## config.mk

```make
export PLATFORM = sky130hd
export DESIGN_NAME = matmul_seq_ctrl
export DESIGN_NICKNAME = d
export VERILOG_FILES = /design/src/rtl/matmul_pkg.sv /design/src/rtl/matmul_out_ser.sv /design/src/rtl/matmul_seq_ctrl.sv
export SDC_FILE = /design/constraint.sdc
export NUM_CORES = 1
export LEC_CHECK = 0
export ABC_AREA = 1
export CAP_MARGIN = 20
export CORE_MARGIN = 4
export CORE_UTILIZATION = 45
export CTS_CLUSTER_DIAMETER = 80
export CTS_CLUSTER_SIZE = 25
export DETAILED_ROUTE_END_ITERATION = 16
export PLACE_DENSITY = 0.77
export SYNTH_ARGS = -nofsm -noshare
export SYNTH_HDL_FRONTEND = slang
export SYNTH_HIERARCHICAL = 1
export SYNTH_SLANG_ARGS = --single-unit
```

## constraint.sdc

```tcl
create_clock -name clk -period 13.4 [get_ports clk]
set_input_delay 2.68 -clock clk [delete_from_list [all_inputs] [get_ports clk]]
set_output_delay 2.68 -clock clk [all_outputs]
set_load 0.01 [all_outputs]
```

## src/rtl/matmul_pkg.sv

```systemverilog
// Shared widths, byte counts and controller state encoding for the
// byte-serial 3x3 matrix-multiply front-end.
package matmul_pkg;

    localparam int ELEM_W      = 8;                 // A/B element width
    localparam int C_W         = 18;                // result element width
    localparam int N_ELEM      = 9;                 // elements per matrix
    localparam int IN_BYTES    = 18;                // A then B
    localparam int OUT_BYTES   = 27;                // 9 results x 3 bytes
    localparam int BYTES_PER_C = 3;

    localparam int MAT_W = ELEM_W * N_ELEM;         // packed A or B
    localparam int RES_W = C_W * N_ELEM;            // packed C

    typedef enum logic [1:0] {
        LOAD_A,
        LOAD_B,
        COMPUTE,
        DRAIN
    } state_t;

endpackage

```

## src/rtl/matmul_out_ser.sv

```systemverilog
// Result capture and byte serialiser: holds C0..C8 and streams them out
// as 27 bytes, LSB first per element, over a valid/ready handshake.
module matmul_out_ser
    import matmul_pkg::*;
(
    input  logic              clk,
    input  logic              reset,
    input  logic              i_clear,
    input  logic              i_capture,
    input  logic [RES_W-1:0]  i_result,
    input  logic              i_out_ready,
    output logic [7:0]        o_out_data,
    output logic              o_out_valid,
    output logic              o_last
);

    localparam logic [4:0] OUT_LAST = 5'(OUT_BYTES - 1);

    logic [RES_W-1:0] r_result;
    logic [4:0]       r_drain_cnt;
    logic             r_out_valid;
    logic [7:0]       w_bytes [OUT_BYTES];

    // Capture the datapath result when the sequencer sees mm_done.
    // NOTE: pure data register with no reset; it is only observable through
    // o_out_data, which is forced to zero whenever o_out_valid is low.
    always_ff @(posedge clk) begin
        if (i_capture) begin
            r_result <= i_result;
        end
    end

    // Drain counter and valid flag; clear wins over capture and transfers.
    always_ff @(posedge clk or negedge reset) begin
        if (!reset) begin
            r_drain_cnt <= '0;
            r_out_valid <= 1'b0;
        end else if (i_clear) begin
            r_drain_cnt <= '0;
            r_out_valid <= 1'b0;
        end else if (i_capture) begin
            r_drain_cnt <= '0;
            r_out_valid <= 1'b1;
        end else if (r_out_valid && i_out_ready) begin
            if (r_drain_cnt == OUT_LAST) begin
                r_drain_cnt <= '0;
                r_out_valid <= 1'b0;
            end else begin
                r_drain_cnt <= r_drain_cnt + 5'd1;
            end
        end
    end

    // Split each 18-bit element into low, middle and zero-padded top byte.
    always_comb begin
        for (int j = 0; j < N_ELEM; j++) begin
            w_bytes[BYTES_PER_C*j]     = r_result[C_W*j +: 8];
            w_bytes[BYTES_PER_C*j + 1] = r_result[C_W*j + 8 +: 8];
            w_bytes[BYTES_PER_C*j + 2] = {6'b0, r_result[C_W*j + 16 +: 2]};
        end
    end

    // Count only moves on an accepted byte, so data holds during a stall.
    assign o_out_data  = r_out_valid ? w_bytes[r_drain_cnt] : 8'd0;
    assign o_out_valid = r_out_valid;
    assign o_last      = r_out_valid && i_out_ready && (r_drain_cnt == OUT_LAST);

endmodule

```

## src/rtl/matmul_seq_ctrl.sv

```systemverilog
// Byte-serial front-end and sequencer for the 3x3 matrix_mult datapath:
// loads A then B, runs the datapath with a done timeout, then drains C.
module matmul_seq_ctrl
    import matmul_pkg::*;
#(
    parameter int DONE_TIMEOUT = 7
) (
    input  logic               clk,
    input  logic               reset,
    input  logic               clear,
    input  logic [ELEM_W-1:0]  in_data,
    input  logic               in_valid,
    output logic               in_ready,
    output logic [7:0]         out_data,
    output logic               out_valid,
    input  logic               out_ready,
    output logic               busy,
    output logic               error,
    output logic [MAT_W-1:0]   mm_a,
    output logic [MAT_W-1:0]   mm_b,
    output logic               mm_enable,
    input  logic [RES_W-1:0]   mm_c,
    input  logic               mm_done
);

    localparam logic [3:0] LOAD_LAST = 4'(IN_BYTES / 2 - 1);
    localparam logic [2:0] TO_LAST   = 3'(DONE_TIMEOUT - 1);

    state_t           r_state;
    logic [3:0]       r_load_cnt;
    logic [2:0]       r_to_cnt;
    logic             r_in_ready;
    logic             r_mm_enable;
    logic             r_error;
    logic [MAT_W-1:0] r_mm_a;
    logic [MAT_W-1:0] r_mm_b;

    logic             w_accept;
    logic             w_capture;
    logic             w_drain_last;

    assign w_accept  = in_valid && r_in_ready;
    assign w_capture = (r_state == COMPUTE) && mm_done && !clear;

    // Sequencer: load path, datapath enable, timeout and sticky error.
    // NOTE: every register here uses <= so all next-state values are computed
    // from the same pre-edge snapshot, regardless of statement order.
    always_ff @(posedge clk or negedge reset) begin
        if (!reset) begin
            r_state     <= LOAD_A;
            r_load_cnt  <= '0;
            r_to_cnt    <= '0;
            r_in_ready  <= 1'b0;
            r_mm_enable <= 1'b0;
            r_error     <= 1'b0;
            r_mm_a      <= '0;
            r_mm_b      <= '0;
        end else if (clear) begin
            r_state     <= LOAD_A;
            r_load_cnt  <= '0;
            r_to_cnt    <= '0;
            r_in_ready  <= 1'b1;
            r_mm_enable <= 1'b0;
            r_error     <= 1'b0;
        end else begin
            case (r_state)
                LOAD_A: begin
                    r_in_ready <= 1'b1;
                    if (w_accept) begin
                        r_mm_a[{r_load_cnt, 3'b000} +: ELEM_W] <= in_data;
                        if (r_load_cnt == LOAD_LAST) begin
                            r_load_cnt <= '0;
                            r_state    <= LOAD_B;
                        end else begin
                            r_load_cnt <= r_load_cnt + 4'd1;
                        end
                    end
                end
                LOAD_B: begin
                    if (w_accept) begin
                        r_mm_b[{r_load_cnt, 3'b000} +: ELEM_W] <= in_data;
                        if (r_load_cnt == LOAD_LAST) begin
                            r_load_cnt  <= '0;
                            r_to_cnt    <= '0;
                            r_in_ready  <= 1'b0;
                            r_mm_enable <= 1'b1;
                            r_state     <= COMPUTE;
                        end else begin
                            r_load_cnt <= r_load_cnt + 4'd1;
                        end
                    end
                end
                COMPUTE: begin
                    if (mm_done) begin
                        r_mm_enable <= 1'b0;
                        r_state     <= DRAIN;
                    end else if (r_to_cnt == TO_LAST) begin
                        r_error     <= 1'b1;
                        r_mm_enable <= 1'b0;
                        r_to_cnt    <= '0;
                        r_in_ready  <= 1'b1;
                        r_state     <= LOAD_A;
                    end else begin
                        r_to_cnt <= r_to_cnt + 3'd1;
                    end
                end
                DRAIN: begin
                    if (w_drain_last) begin
                        r_in_ready <= 1'b1;
                        r_state    <= LOAD_A;
                    end
                end
                default: begin
                    r_state <= LOAD_A;
                end
            endcase
        end
    end

    matmul_out_ser u_out_ser (
        .clk         (clk),
        .reset       (reset),
        .i_clear     (clear),
        .i_capture   (w_capture),
        .i_result    (mm_c),
        .i_out_ready (out_ready),
        .o_out_data  (out_data),
        .o_out_valid (out_valid),
        .o_last      (w_drain_last)
    );

    assign in_ready  = r_in_ready;
    assign busy      = (r_state == COMPUTE) || (r_state == DRAIN);
    assign error     = r_error;
    assign mm_a      = r_mm_a;
    assign mm_b      = r_mm_b;
    assign mm_enable = r_mm_enable;

endmodule

```

# Word-level counts from Yosys, hierarchy flattened
# Cells that the tools add are included.
# word_totals
regBits	324
output_inout_bits	157
wordCells	108
# op_classes
n_addsub	4
order_cmp	1
eq_ne	15
shifts	2
mux	48
bitwise	2
reduce_logical	25
# ops
operator	n
$bwmux 72	2
$shift 8x9->72 const A	1
$shiftx 8x9->72	1
$bmux 8 s5	1
$mux 8	3
$mux 5	4
$mux 1	17
$mux 2	8
$mux 4	4
$mux 3	5
$ne 3x3->1 const B	5
$neg 7->9	1
$reduce_and 3->1	3
$reduce_bool 3->1	3
$pmux 2 s4	1
$reduce_and 4->1	2
$reduce_bool 2->1	4
$ge 6x6->1 const B	1
$ne 3x2->1 const B	2
$not 5->6	1
$pmux 3 s2	1
$reduce_and 6->1	1
$add 5x1->5 const B	1
$eq 5x5->1 const B	1
18 further kinds	24

# Longest topological paths before layout
# logic_depth
word_depth	5
depth_mapped	13

# Modules after synthesis
# Netlist, hierarchy kept.
# by_module_without_submodules
mod	n_inst	cells_each	area_each_um2
matmul_seq_ctrl	1	823	7019.2
matmul_out_ser	1	589	6766.5

# Worst setup path after synthesis
# OpenSTA, ideal clock, no wires.
# synth_timing
path_kind	input to register
start	input port clear
end	register u_out_ser.r_drain_cnt[4]
t_arrival_ns	15.340
path_slack_ns	-2.078
cell_stages	8
path_cell_list	nor3_1 nor2_1 nand2_1 nand2_1 nor2_1 nand2_1 xor2_1 nor2_1
# synth_between
elab_chain_len	4
word_cells_on_any_way	5
classes_between	mux: 2; reduce/logical: 3
# synth_rtl
element	line_no	text
from (decl)	matmul_seq_ctrl.sv:10	input logic clear,
$logic_not 1->1	matmul_seq_ctrl.sv:43	assign w_capture = (r_state == COMPUTE) && mm_done && !clear;
$logic_and 1x1->1	matmul_seq_ctrl.sv:43	
$mux 5	matmul_out_ser.sv:41	end else if (i_capture) begin
$mux 5	matmul_out_ser.sv:38	end else if (i_clear) begin
to (signal assigned)	matmul_out_ser.sv:49	r_drain_cnt <= r_drain_cnt + 5'd1;
to (decl)	matmul_out_ser.sv:20	logic [4:0] r_drain_cnt;
# Parallel ways exist; a longest one is shown, timed or not.
# A chain may end at the register's enable or synchronous reset.

# Final worst setup path
# layout_timing
start	register u_out_ser.r_drain_cnt[1]
end	output port out_data[4]
# layout_between
elab_chain_len	5
# layout_rtl
element	line_no	text
$not 5->6 (not written as such)	matmul_out_ser.sv:64	assign o_out_data = r_out_valid ? w_bytes[r_drain_cnt] : 8'd0;
$bmux 8 s5	matmul_out_ser.sv:64	
$mux 8 (not written as such) (2 in a row)	matmul_out_ser.sv:64	
$mux 8	matmul_out_ser.sv:64	
to (decl)	matmul_seq_ctrl.sv:14	output logic [7:0] out_data,
# Every way passes these cells. The select of a mux whose other input is x is not followed.

==> results.cfg <==
[sta]
maxSlewViolCount = 0
relSlewSlack = 0.3854
finalSetupViolations = 0
min_period_ps = 6046
worstMarginPinSlew_ps = 921.9
clock.fmax_ghz = 0.1654
rsz0062_at_grt = false
finalHoldViolCount = 0
skew_ps = 14.75
fin_crit_sh = 0.4512
setup_tns_ps = 0

[route]
routedWlPerCell_um = 19.42
dr_total_vias = 11290
drc = 0
drt_wl_total_mm = 41.00
first_pass_iters = 6
drtIter0Drc = 1276
viasPerCell = 5.347
ant_nets = 0

[worst_setup_path]
crit_fanout = 28
reg2reg_slack_ps = 10110
path_buf_inv = 2
r2r-start = r_load_cnt[0]
required_ps = 10720
critPathLaunchType = flip-flop
rr_endpoint = mm_b[35]
critPathSlowestCell = dfrtp_1
path_delay_family = simple AND/OR/NAND/NOR gates
end_kind = output pin
path_class = reg2out
worstPathArrival_ps = 3370
r2r_cells = 8
cp_cell_sequence = inv_2 > nor2_4 > nand2_1 > nand3_1 > nand3_1 > nand2_1 > nand2_1 > nor2_1 > clkdlybuf4s50_1
cpMostUsedCell = nand2_1
critical-path-max-stage-delay_ps = 740

[global_route]
track_usage = 0.2358
grt_max_degree = 164
met2_usage = 0.3792
gr-max-usage-layer = met2
grt_pass1_vias = 11100
antenna_found_initial = 11
grt_util_met1 = 0.3068
grtUsageMet3 = 0.05355
grt_pass1_wl_mm = 62.69
grt-ovfl-total = 0

[logic_synthesis]
synth_top_cell_area_share = 0.3529
ys.flop_type = edfxtp_1
yosys-top-cells-area = edfxtp_1, dfrtp_1, nand2_1
async_reset_ff_frac = 0.5000
synth_nets = 1592
ys_seq_elements = 324
synth-edff-count = 162
ys_types = 32
yosysWarnings = 6
yosysTopAreaCell = edfxtp_1
syn-instance-count = 1412
seq_area_frac_synth = 0.6469
syn_avg_cell_area_um2 = 9.763
netlist_area_um2 = 13790

[clock_tree]
htreeDepth = 1
cts-buffers-inserted = 17
clk_latency_ps = 500
clk_pin_slew_ps = 100
clock_path_buffers = 3
cts_tree = done
cts_setup_buffers = 0
cts.sinks = 324
holdBufCountCts = 0
cts-resized-gates = 0
root_buffer = clkbuf_16

[layout]
seqCellArea_um2 = 8919
postLayoutCoreUtil = 0.5962
drive_above_1_share = 0.04386
multi_input_area_um2 = 4338
num-nets-final = 1884
syn_to_final_growth_pct = 29.55
nFillCells = 2475

[power_and_ir_drop]
leakage_nw = 7.770
p_per_area_nw_per_um2 = 116.3
ir_drop_v = 0.0001382

[floorplanning]
die_x_um = 183.0
die_h_um = 183.0
start_util = 0.4602
num_io_pins = 333
dieArea_um2 = 33500
num_rows = 63
coreArea_um2 = 29950

[placed_design]
hpwl_mm = 28.88
place_congestion = 0.9030
numPortBuffers = 332

[flow_run]
maxCapViolCount = 0

[worst_hold_path]
hold_path.class = reg2reg
hold-path-cell-count = 2
min_from = mm_a[38]
holdPathEnd = mm_a[38]

[outcome]
status = complete, no violations
how the worst max path moves through the flow:
stage                                         from  slack [ps]  depth (start not counted)                       end
after floorplan                            mm_done        3140                          9  u_out_ser/r_drain_cnt[4]
after global placement                       clear        7950                          8                  mm_b[47]
after detailed placement                     clear        7870                          8                  mm_b[47]
after CTS                 u_out_ser/r_drain_cnt[1]        7390                          9               out_data[4]
after global routing      u_out_ser/r_drain_cnt[1]        7180                          9               out_data[4]
final                     u_out_ser/r_drain_cnt[1]        7350                          9               out_data[4]
logic make-up after synthesis:
kind of cell,share of synthesized area
and+or+nand+nor,0.2935
DFF,0.6469
buffers and inverters,0.03993
AOI/OAI and AO/OA,0.01407
adders and majority gates,0.003631
xor gates and xnor gates,0.001906
synthesized netlist by cell type, types with 2 or more instances:
cell and number:
a21oi_1 16, buf_2 38, buf_4 6, buf_6 4, clkbuf_1 17, dfrtp_1 162, edfxtp_1 162, ha_1 4
inv_1 43, inv_2 10, nand2_1 583, nand2_2 3, nand2_4 3, nand3_1 189, nand3_2 11, nand3_4 2
nand4_1 40, nor2_1 70, nor2_2 4, nor2_4 11, nor3_1 6, o21ai_0 7, o21ai_1 8, o22ai_1 4
xor2_1 2
final cells by class:
type	count	area share
timing repair buffer	339	0.1898
inverter	54	0.01135
sequential	324	0.4994
antenna	11	0.001541
clock buffer	22	0.02599
multi-input combinational	968	0.2429
tap	390	0.02732
clock inverter	3	0.001751
report_power, final:
| group | switching, W | internal (W) |
|---|---|---|
| combinational | 0.000230 | 0.000149 |
| clock | 0.000310 | 0.000249 |
| sequential | 0.0000358 | 0.00110 |
per-stage QoR:
stage	area, um^2	hold WS [ps]	worst slack [ps]	std cells	total power, W
3_3_place_gp	17340	453.8	7954	2075	0.001527
4_1_cts	17830	480.3	7393	2100	0.002090
6_report	17860	479.1	7354	2111	0.002077
5_1_grt	17850	499.2	7175	2109	0.002167
3_5_place_dp	17340	458.1	7869	2075	0.001534
2_1_floorplan	13790	483.9	3142	1412	0.001363
per-layer routing:
metal / vias up / part of all wire
met5: - / 0.00056
met2: 522 / 0.47
li1: 5252 / -
met4: 4 / 0.046
met3: 104 / 0.093
met1: 5406 / 0.39
registers in the layout, indices dropped and copies added (netlist names), 2 cells and up:
signal and count:
u_out_ser/r_result 162, mm_a 72, mm_b 72, u_out_ser/r_drain_cnt 5
r_load_cnt 4, r_to_cnt 3, r_state 2
layout by cell type, fill, tap and decap left out, types with 3 or more instances in the layout:
master and instances:
clkbuf_16 17, nand3_2 11, nor2_1 70, dfrtp_1 162, edfxtp_1 162, nor2_4 13, buf_4 6, nand2_4 3
nand4_1 40, clkbuf_1 3, nor3_1 5, nand3_1 189, o21ai_1 8, diode_2 11, o22ai_1 4, inv_1 44
clkdlybuf4s50_1 331, nand2_1 583, o21ai_0 7, ha_1 4, nand2_2 3, a21oi_1 16, inv_2 10
worst reg2reg max path: cells and delay by family, from the launching register on:
| family | cells | cell delay (ps) |
|---|---|---|
| fa+ha+maj | 1 | 560 |
| simple gates | 5 | 1110 |
| flops | 1 | 850 |
| buf+inv | 2 | 660 |
No activity file was read; power rests on OpenSTA's default activity.
